--- config.mk ---
export PLATFORM = sky130hd
export DESIGN_NAME = alu_operand_sequencer
export DESIGN_NICKNAME = d
export VERILOG_FILES = /design/src/rtl/alu_operand_sequencer.sv
export SDC_FILE = /design/constraint.sdc
export NUM_CORES = 1
export LEC_CHECK = 0
export BUFFER_PORTS_ARGS = -buffer_cell sky130_fd_sc_hd__buf_2
export CORE_MARGIN = 3
export CORE_UTILIZATION = 30
export DETAILED_ROUTE_END_ITERATION = 12
export PLACE_DENSITY_LB_ADDON = 0.3
export SLEW_MARGIN = 15
export SYNTH_ARGS = -nofsm -noshare
export SYNTH_HDL_FRONTEND = slang
export SYNTH_SLANG_ARGS = --single-unit
--- constraint.sdc ---
create_clock -name clk -period 6.2 [get_ports clk]
set_input_delay 1.24 -clock clk [delete_from_list [all_inputs] [get_ports clk]]
set_output_delay 1.24 -clock clk [all_outputs]
set_load 0.01 [all_outputs]
--- src/rtl/alu_operand_sequencer.sv ---
// Stores ALU test vectors {op, a, b} and issues them in order, one per out_valid/out_ready handshake.
// Optional simulation trace of each transfer is compiled in when ALU_SEQ_TRACE_EN is defined.
module alu_operand_sequencer #(
  parameter int W     = 16,
  parameter int DEPTH = 16,
  parameter int AW    = $clog2(DEPTH)
) (
  input  logic             clk,
  input  logic             reset,
  input  logic             wr_en,
  input  logic [AW-1:0]    wr_addr,
  input  logic [2*W+2:0]   wr_data,
  input  logic             start,
  input  logic [AW:0]      count,
  input  logic             out_ready,
  output logic             out_valid,
  output logic [W-1:0]     a,
  output logic [W-1:0]     b,
  output logic [2:0]       op,
  output logic [AW-1:0]    index,
  output logic             busy,
  output logic             done
);

  typedef enum logic [1:0] {IDLE, RUN, DONE} state_t;

  localparam logic [AW:0] DEPTH_N = (AW+1)'(DEPTH);

  state_t               state, state_d;
  logic [2*W+2:0]       mem [DEPTH];
  logic [2*W+2:0]       rd;
  logic [AW:0]          n_q, n_d, n_clamp;
  logic                 vld_p0, vld_d;
  logic [W-1:0]         a_p0, a_d, b_p0, b_d;
  logic [2:0]           op_p0, op_d;
  logic [AW-1:0]        idx_p0, idx_d, idx_nxt;
  logic                 busy_q, busy_d, done_q, done_d;
  logic                 xfer, last;

  // Vector storage: no reset, writes locked out while a sequence is running
  always_ff @(posedge clk) begin
    if (wr_en && (state != RUN)) mem[wr_addr] <= wr_data;
  end

  always_comb begin
    n_clamp = (count > DEPTH_N) ? DEPTH_N : count;
    xfer    = vld_p0 && out_ready;
    last    = ({1'b0, idx_p0} == (n_q - 1'b1));
    idx_nxt = idx_p0 + 1'b1;
    // Storage is read before any same-edge write lands, so start sees old entry 0
    rd      = (state == RUN) ? mem[idx_nxt] : mem[0];

    state_d = state;
    n_d     = n_q;
    vld_d   = vld_p0;
    a_d     = a_p0;
    b_d     = b_p0;
    op_d    = op_p0;
    idx_d   = idx_p0;
    busy_d  = busy_q;
    done_d  = done_q;

    case (state)
      IDLE, DONE: begin
        if (start) begin
          n_d = n_clamp;
          if (n_clamp != '0) begin
            {op_d, a_d, b_d} = rd;
            vld_d   = 1'b1;
            idx_d   = '0;
            busy_d  = 1'b1;
            done_d  = 1'b0;
            state_d = RUN;
          end else begin
            busy_d  = 1'b0;
            done_d  = 1'b1;
            state_d = DONE;
          end
        end
      end
      RUN: begin
        if (xfer) begin
          if (last) begin
            vld_d   = 1'b0;
            busy_d  = 1'b0;
            done_d  = 1'b1;
            state_d = DONE;
          end else begin
            {op_d, a_d, b_d} = rd;
            idx_d = idx_nxt;
          end
        end
      end
      default: begin
        state_d = IDLE;
        vld_d   = 1'b0;
        busy_d  = 1'b0;
        done_d  = 1'b0;
      end
    endcase
  end

  // Output stage p0: every output comes straight from a flop
  always_ff @(posedge clk or posedge reset) begin
    if (reset) begin
      state  <= IDLE;
      n_q    <= '0;
      vld_p0 <= 1'b0;
      a_p0   <= '0;
      b_p0   <= '0;
      op_p0  <= '0;
      idx_p0 <= '0;
      busy_q <= 1'b0;
      done_q <= 1'b0;
    end else begin
      state  <= state_d;
      n_q    <= n_d;
      vld_p0 <= vld_d;
      a_p0   <= a_d;
      b_p0   <= b_d;
      op_p0  <= op_d;
      idx_p0 <= idx_d;
      busy_q <= busy_d;
      done_q <= done_d;
    end
  end

  assign out_valid = vld_p0;
  assign a         = a_p0;
  assign b         = b_p0;
  assign op        = op_p0;
  assign index     = idx_p0;
  assign busy      = busy_q;
  assign done      = done_q;

`ifdef ALU_SEQ_TRACE_EN
  always @(posedge clk) begin
    if (!reset) begin
      if (xfer) $display("seq idx=%b op=%b a=%b b=%b", idx_p0, op_p0, a_p0, b_p0);
      if ((state_d == DONE) && (state != DONE)) $display("seq done");
    end
  end
`else
`endif

endmodule

==> summary.md, run 1 <==
• finished clean — status
• 0.682 — period utilization
• 0 — max-cap viol count
• 1,214 — syn_nets
• flip-flop — category of the worst setup path launch point
• 0.142 — global-route usage over all layers
• 0.06 ns — Clk pin slew, worst setup/hold paths
• 560 x edfxtp_1, 140 x mux4_2, 90 x buf_2 — commonest non-fill, non-tap cells in the layout
• 0.726 — weighted congestion at the end of routability-driven global placement
• 289 um — die height
• no — RSZ-0062 raised after global routing
• 0.520 ns — Hold Worst Slack
• 0.59 ns — later-pin clock latency in the skew report
• 12,617 — via count of the first global-routing pass
• edfxtp_1 — most used flip-flop cell after synthesis
• 2,255 — cell count after placement
• 608 — flops & latches, synth
• 608 — Sinks on Clock Net
• 0.301 — share of final-layout standard cells stronger than drive strength 1
• 85 — maximum number of pins on one net before global-route repair
• 0 — CTS Hold Bufs
• 0.304 — initial core utilization
• 103 — number of placement rows
• 58,200 um — routed wire length
• 11,844 — Via Count
• 0.0837 mm^2 — die footprint
• 7 — number of antenna violations at the first check in global routing
• 0.0180 mm^2 — Storage cell area
• 0 — final hold vios
• 2.00 ns — DP Worst Slack
• 560 — count of flip-flops with a built-in enable after synthesis
• 0 — drc violations
• 0 — final count of negative-setup-slack endpoints
• 1,326 — final layout net count
• 0.748 — sequential share of the synthesized area
• 0 — remaining global-route overflow
• 0 ns — final sum of negative setup slack
• 16.5% — Area growth, synth to finish
• 932 — initial drt markers
• 0.0195 ns — worst-case clock skew
• 5 — DRT Pass-1 Iters
• 0 — post-detailed-route count of antenna-violating nets
• 1.14 ns — slew at the pin closest to its max-slew limit
• 0.00564 mm^2 — area of combinational cells with multiple inputs
• 289 um — die width
• 9.03 nW — leakage power figure
• 90 — PortBufs
• 30,900 um — detailed placer's ending HPWL
• 0.387 mV — Peak supply drop
• flip-flop — sort of element at the end of the critical path
• 48 — unique cell type count in the Yosys netlist
• 0.0789 — fraction of registers with async set or reset after synthesis
• 236 MHz — max frequency
• 86,200 um — global-route wire length before repair
• 4.23 ns — fin crit period
• 0.0793 mm^2 — core footprint
• 24.4 um — drt wl/cell
• 4.74 ns — worst endpoint data arrival time
• 3 — buffer depth of the longest clock path
• 0 — post-cts sizing count
• 0.0241 mm^2 — synthesized cell area
• reg2reg — Hold/Removal Path Class
• reg2reg — critical setup path kind
• 7,360 — number of fill cells in the layout
• 1,163 — number of standard cells after synthesis
• 4.97 — average vias per placed instance
• 45 — top fanout value on the critical path
• 2,385 — non-filler instance count after layout
• 0.241 — Max transition margin
• 3 — total number of H-tree levels
• yes — CTS tree
• 91 — I/O pin count
• 20.7 um^2 — synthesized area per cell
• 6.71 ns — worst endpoint required time
• edfxtp_1 — commonest non-fill, non-tap cell in the layout
• 13.0 mW — power after layout
• 0 — YS warnings
• 0 — number of buffers inserted by post-CTS setup repair
• 67 — cts bufs inserted
• clkbuf_16 — buffer type at the clock tree root
• 0 — pins over their slew limit
• 1.97 ns — post-layout worst setup margin
• 464 mW/mm^2 — cell area power density
## state kept, by name, summed over array words and instances (netlist names)
register	cells
b	16
op	3
mem	560
a	16
out_valid	1
n_q	5
state	2
busy	1
index	4
## worst paths after layout
kind,start,endpoint,slack [ns],cells after the start
max reg2reg,state[0],b[4],1.97,5
min,b[10],b[10],0.52,1
min reg2reg,b[10],b[10],0.52,1
max,state[0],b[4],1.97,5
max in group asynchronous,reset,index[0],4.71,3
min in group asynchronous,reset,b[11],0.89,3
## routing by layer
metal | GRT usage | vias up | routed length, um
li1 | - | 5093 | -
met1 | 0.203 | 6364 | 26800
met2 | 0.219 | 307 | 27000
met3 | 0.0296 | 78 | 3310
met4 | 0.0386 | 2 | 1080
met5 | 0 | - | 13
## synthesized netlist by cell type (2+ instances only)
| master | count | share of area |
|---|---|---|
| buf_6 | 14 | 0.0065 |
| o21ai_0 | 4 | 0.00083 |
| a211oi_2 | 9 | 0.0047 |
| mux4_2 | 140 | 0.13 |
| edfxtp_1 | 560 | 0.70 |
| xor2_1 | 3 | 0.0011 |
| nand3_1 | 2 | 0.00042 |
| buf_1 | 4 | 0.00062 |
| a2111oi_0 | 35 | 0.013 |
| inv_1 | 39 | 0.0061 |
| clkbuf_1 | 30 | 0.0047 |
| buf_4 | 9 | 0.0028 |
| buf_2 | 18 | 0.0037 |
| a221o_1 | 35 | 0.015 |
| nand2_1 | 11 | 0.0017 |
| nor3_1 | 5 | 0.0010 |
| nor2_1 | 21 | 0.0033 |
| ha_1 | 2 | 0.0010 |
| a211oi_1 | 26 | 0.0081 |
| a21o_1 | 3 | 0.00093 |
| a21oi_1 | 36 | 0.0075 |
| dfrtp_1 | 48 | 0.050 |
| mux2i_1 | 36 | 0.015 |
| xnor2_1 | 3 | 0.0011 |
| nor2b_1 | 37 | 0.0096 |
| nand2b_1 | 10 | 0.0026 |
| mux2_2 | 2 | 0.00093 |
## cell type report
type / instances / share of cell area
repair buffers: 118 / 0.0256
clock inverters: 17 / 0.00491
diodes: 7 / 0.000624
flip-flops and latches: 608 / 0.642
inverters: 40 / 0.00535
multi-input cells: 440 / 0.201
clock buffers: 105 / 0.0732
well taps: 1050 / 0.0468
## critical path: stages, from the launching register on
cell,delay (ns)
dfrtp_2,1.00
nor2b_4,1.01
nand3_1,0.42
a221oi_4,1.01
buf_4,0.47
a221o_1,0.21
## where the power goes
group | switching (mW) | total [mW] | internal, mW
Clock | 1.55 | 3.91 | 2.36
Sequential | 0.302 | 4.99 | 4.69
Combinational | 2.17 | 4.11 | 1.94
## cells by family after synthesis
family,count (synthesis),synth area share
adders and majority gates,2,0.00104
xor gates and xnor gates,7,0.00286
and+or+nand+nor,94,0.0214
buffers and inverters,115,0.0246
muxes,179,0.147
AOI/OAI and AO/OA,158,0.0547
DFF,608,0.748
## metrics by stage
stage,util,instance area [um^2]
detailed placement,0.326,25800
CTS,0.354,28000
finish,0.354,28100
global placement,0.326,25800
global route,0.354,28000
floorplan,-,24100
(Power assumes the default switching activity.)
==> run 2: changes to the inputs <==
==> constraint.sdc (replaced) <==
create_clock -name clk -period 4.42 [get_ports clk]
set_input_delay 0.884 -clock clk [delete_from_list [all_inputs] [get_ports clk]]
set_output_delay 0.884 -clock clk [all_outputs]
set_load 0.01 [all_outputs]
==> summary.md, run 2 (synthesis gave the netlist of run 1 again) <==
• 0 — drc violations
• 11,888 — Via Count
• flip-flop — category of the worst setup path launch point
• edfxtp_1 — commonest non-fill, non-tap cell in the layout
• 608 — Sinks on Clock Net
• 12.6 mW — cell internal pwr
• a[6] — capture point of the worst reg-to-reg path
• 0.00564 mm^2 — area of combinational cells with multiple inputs
• 0.321 — Max transition margin
• 289 um — die height
• 0 — final count of negative-setup-slack endpoints
• 0.718 — weighted congestion at the end of routability-driven global placement
• 0 — pins over their slew limit
• 1,337 — final layout net count
• 32,400 um — detailed placer's ending HPWL
• flip-flop — sort of element at the end of the critical path
• 0 — final hold vios
• 0.356 — core utilization of the finished layout
• 6 — reg2reg path depth
• 0.377 — register share of total power
• 85,500 um — global-route wire length before repair
• 3 — total number of H-tree levels
• 0.0282 mm^2 — Final Cell Area
• 0.0222 ns — worst-case clock skew
• finished clean — status
• 0.06 ns — Clk pin slew, worst setup/hold paths
• mem — largest register by flop count
• 9.08 nW — leakage power figure
• 3 — buffer depth of the longest clock path
• 66 — cts bufs inserted
• no — RSZ-0062 raised after global routing
• 0.60 ns — later-pin clock latency in the skew report
• 1,086 — initial drt markers
• 3 — number of antenna violations at the first check in global routing
• 1.02 ns — slew at the pin closest to its max-slew limit
• 0.730 — period utilization
• 0.0837 mm^2 — die footprint
• 0.385 ns — Hold Worst Slack
• 0.0180 mm^2 — Storage cell area
• 12,523 — via count of the first global-routing pass
• 310 MHz — max frequency
• 0 — max-cap viol count
• clkbuf_16 — buffer type at the clock tree root
• 72 — maximum number of pins on one net before global-route repair
• 289 um — die width
• 4.97 — average vias per placed instance
• 560 x edfxtp_1, 140 x mux4_2, 90 x buf_2 — commonest non-fill, non-tap cells in the layout
• 1.19 ns — slack of the worst reg-to-reg path
• 0 — post-cts sizing count
• state[0] — source of the worst register-to-register timing path
• 4.93 ns — worst endpoint required time
• in2async — Hold/Removal Path Class
• 0 — remaining global-route overflow
• 0.0260 mm^2 — post-place instance area
• 0.0793 mm^2 — core footprint
• 91 — I/O pin count
• reg2reg — critical setup path kind
• 0 — CTS Hold Bufs
• 103 — number of placement rows
• 58,000 um — routed wire length
• 0.295 — fraction of power consumed by the clock network
• 0.962 ns — DP Worst Slack
• 560 — Largest register FFs
• 0 ns — final sum of negative setup slack
• 90 — PortBufs
• 0.300 — share of final-layout standard cells stronger than drive strength 1
• 0 — post-detailed-route count of antenna-violating nets
• 3.23 ns — fin crit period
• 7,308 — number of fill cells in the layout
• 0.304 — initial core utilization
• 0.140 — global-route usage over all layers
• yes — CTS tree
• 0.311 — switching part of the total power
• 1.19 ns — post-layout worst setup margin
• 17.0% — Area growth, synth to finish
• 0 — number of buffers inserted by post-CTS setup repair
• 44 — top fanout value on the critical path
• 650 mW/mm^2 — cell area power density
• 3.74 ns — worst endpoint data arrival time
• 5 — DRT Pass-1 Iters
• 5.69 mW — Sw Pwr
• 0.328 — Gate power share
• 0.381 mV — Peak supply drop
• 24.2 um — drt wl/cell
[run 2: changes by cell type in the layout (fill, tap and decap cells not counted), sizes merged]
cell / change
bufinv: +2
inv: +2
clkbuf: -9
diode: -4
clkinv: +4
buf: +12
[run 2: per-layer routing]
| layer | vias up | GRT usage | wire [um] |
|---|---|---|---|
| met5 | - | 0 | 7 |
| li1 | 5103 | - | - |
| met4 | 2 | 0.0378 | 1070 |
| met1 | 6320 | 0.199 | 26400 |
| met3 | 84 | 0.0325 | 3790 |
| met2 | 379 | 0.217 | 26700 |
[run 2: cell type report]
type                    instances  share of cell area
repair buffers                130              0.0324
well taps                    1050              0.0466
multi-input cells             440               0.200
diodes                          3            0.000266
clock buffers                  96              0.0675
inverters                      40             0.00533
flip-flops and latches        608               0.640
clock inverters                25             0.00821
[run 2: stage by stage]
stage | power (mW) | instances
2_1_floorplan | 11.4 | 1163
3_3_place_gp | 13.1 | 2268
3_5_place_dp | 13.1 | 2268
4_1_cts | 18.6 | 2389
5_1_grt | 19.2 | 2389
6_report | 18.3 | 2392
[run 2: worst max-delay path: stages (launching register included)]
cell	delay [ns]
dfrtp_2	0.35
buf_4	0.53
nor2b_4	0.27
nand3_1	0.28
a221oi_4	0.98
buf_4	0.50
a221o_1	0.22
[run 2: how the worst max path moves through the flow]
stage,startpoint,to,slack [ns],cells past startpoint
after floorplan,wr_en,mem[0][0],0.22,3
after global placement,count[1],a[3],1.07,7
after detailed placement,start,a[9],0.96,6
after CTS,state[0],a[6],1.25,6
after global routing,state[0],a[6],1.06,6
final,state[0],a[6],1.19,6
[run 2: power by group through the flow]
| stage | registers, mW | logic (mW) | clock network (mW) |
|---|---|---|---|
| finish | 6.90 | 6.01 | 5.41 |
| global route | 6.94 | 6.50 | 5.79 |
| CTS | 6.92 | 6.12 | 5.55 |
| detailed placement | 7.02 | 6.13 | 0 |
| global placement | 7.03 | 6.06 | 0 |
| floorplan | 6.91 | 4.44 | 0 |
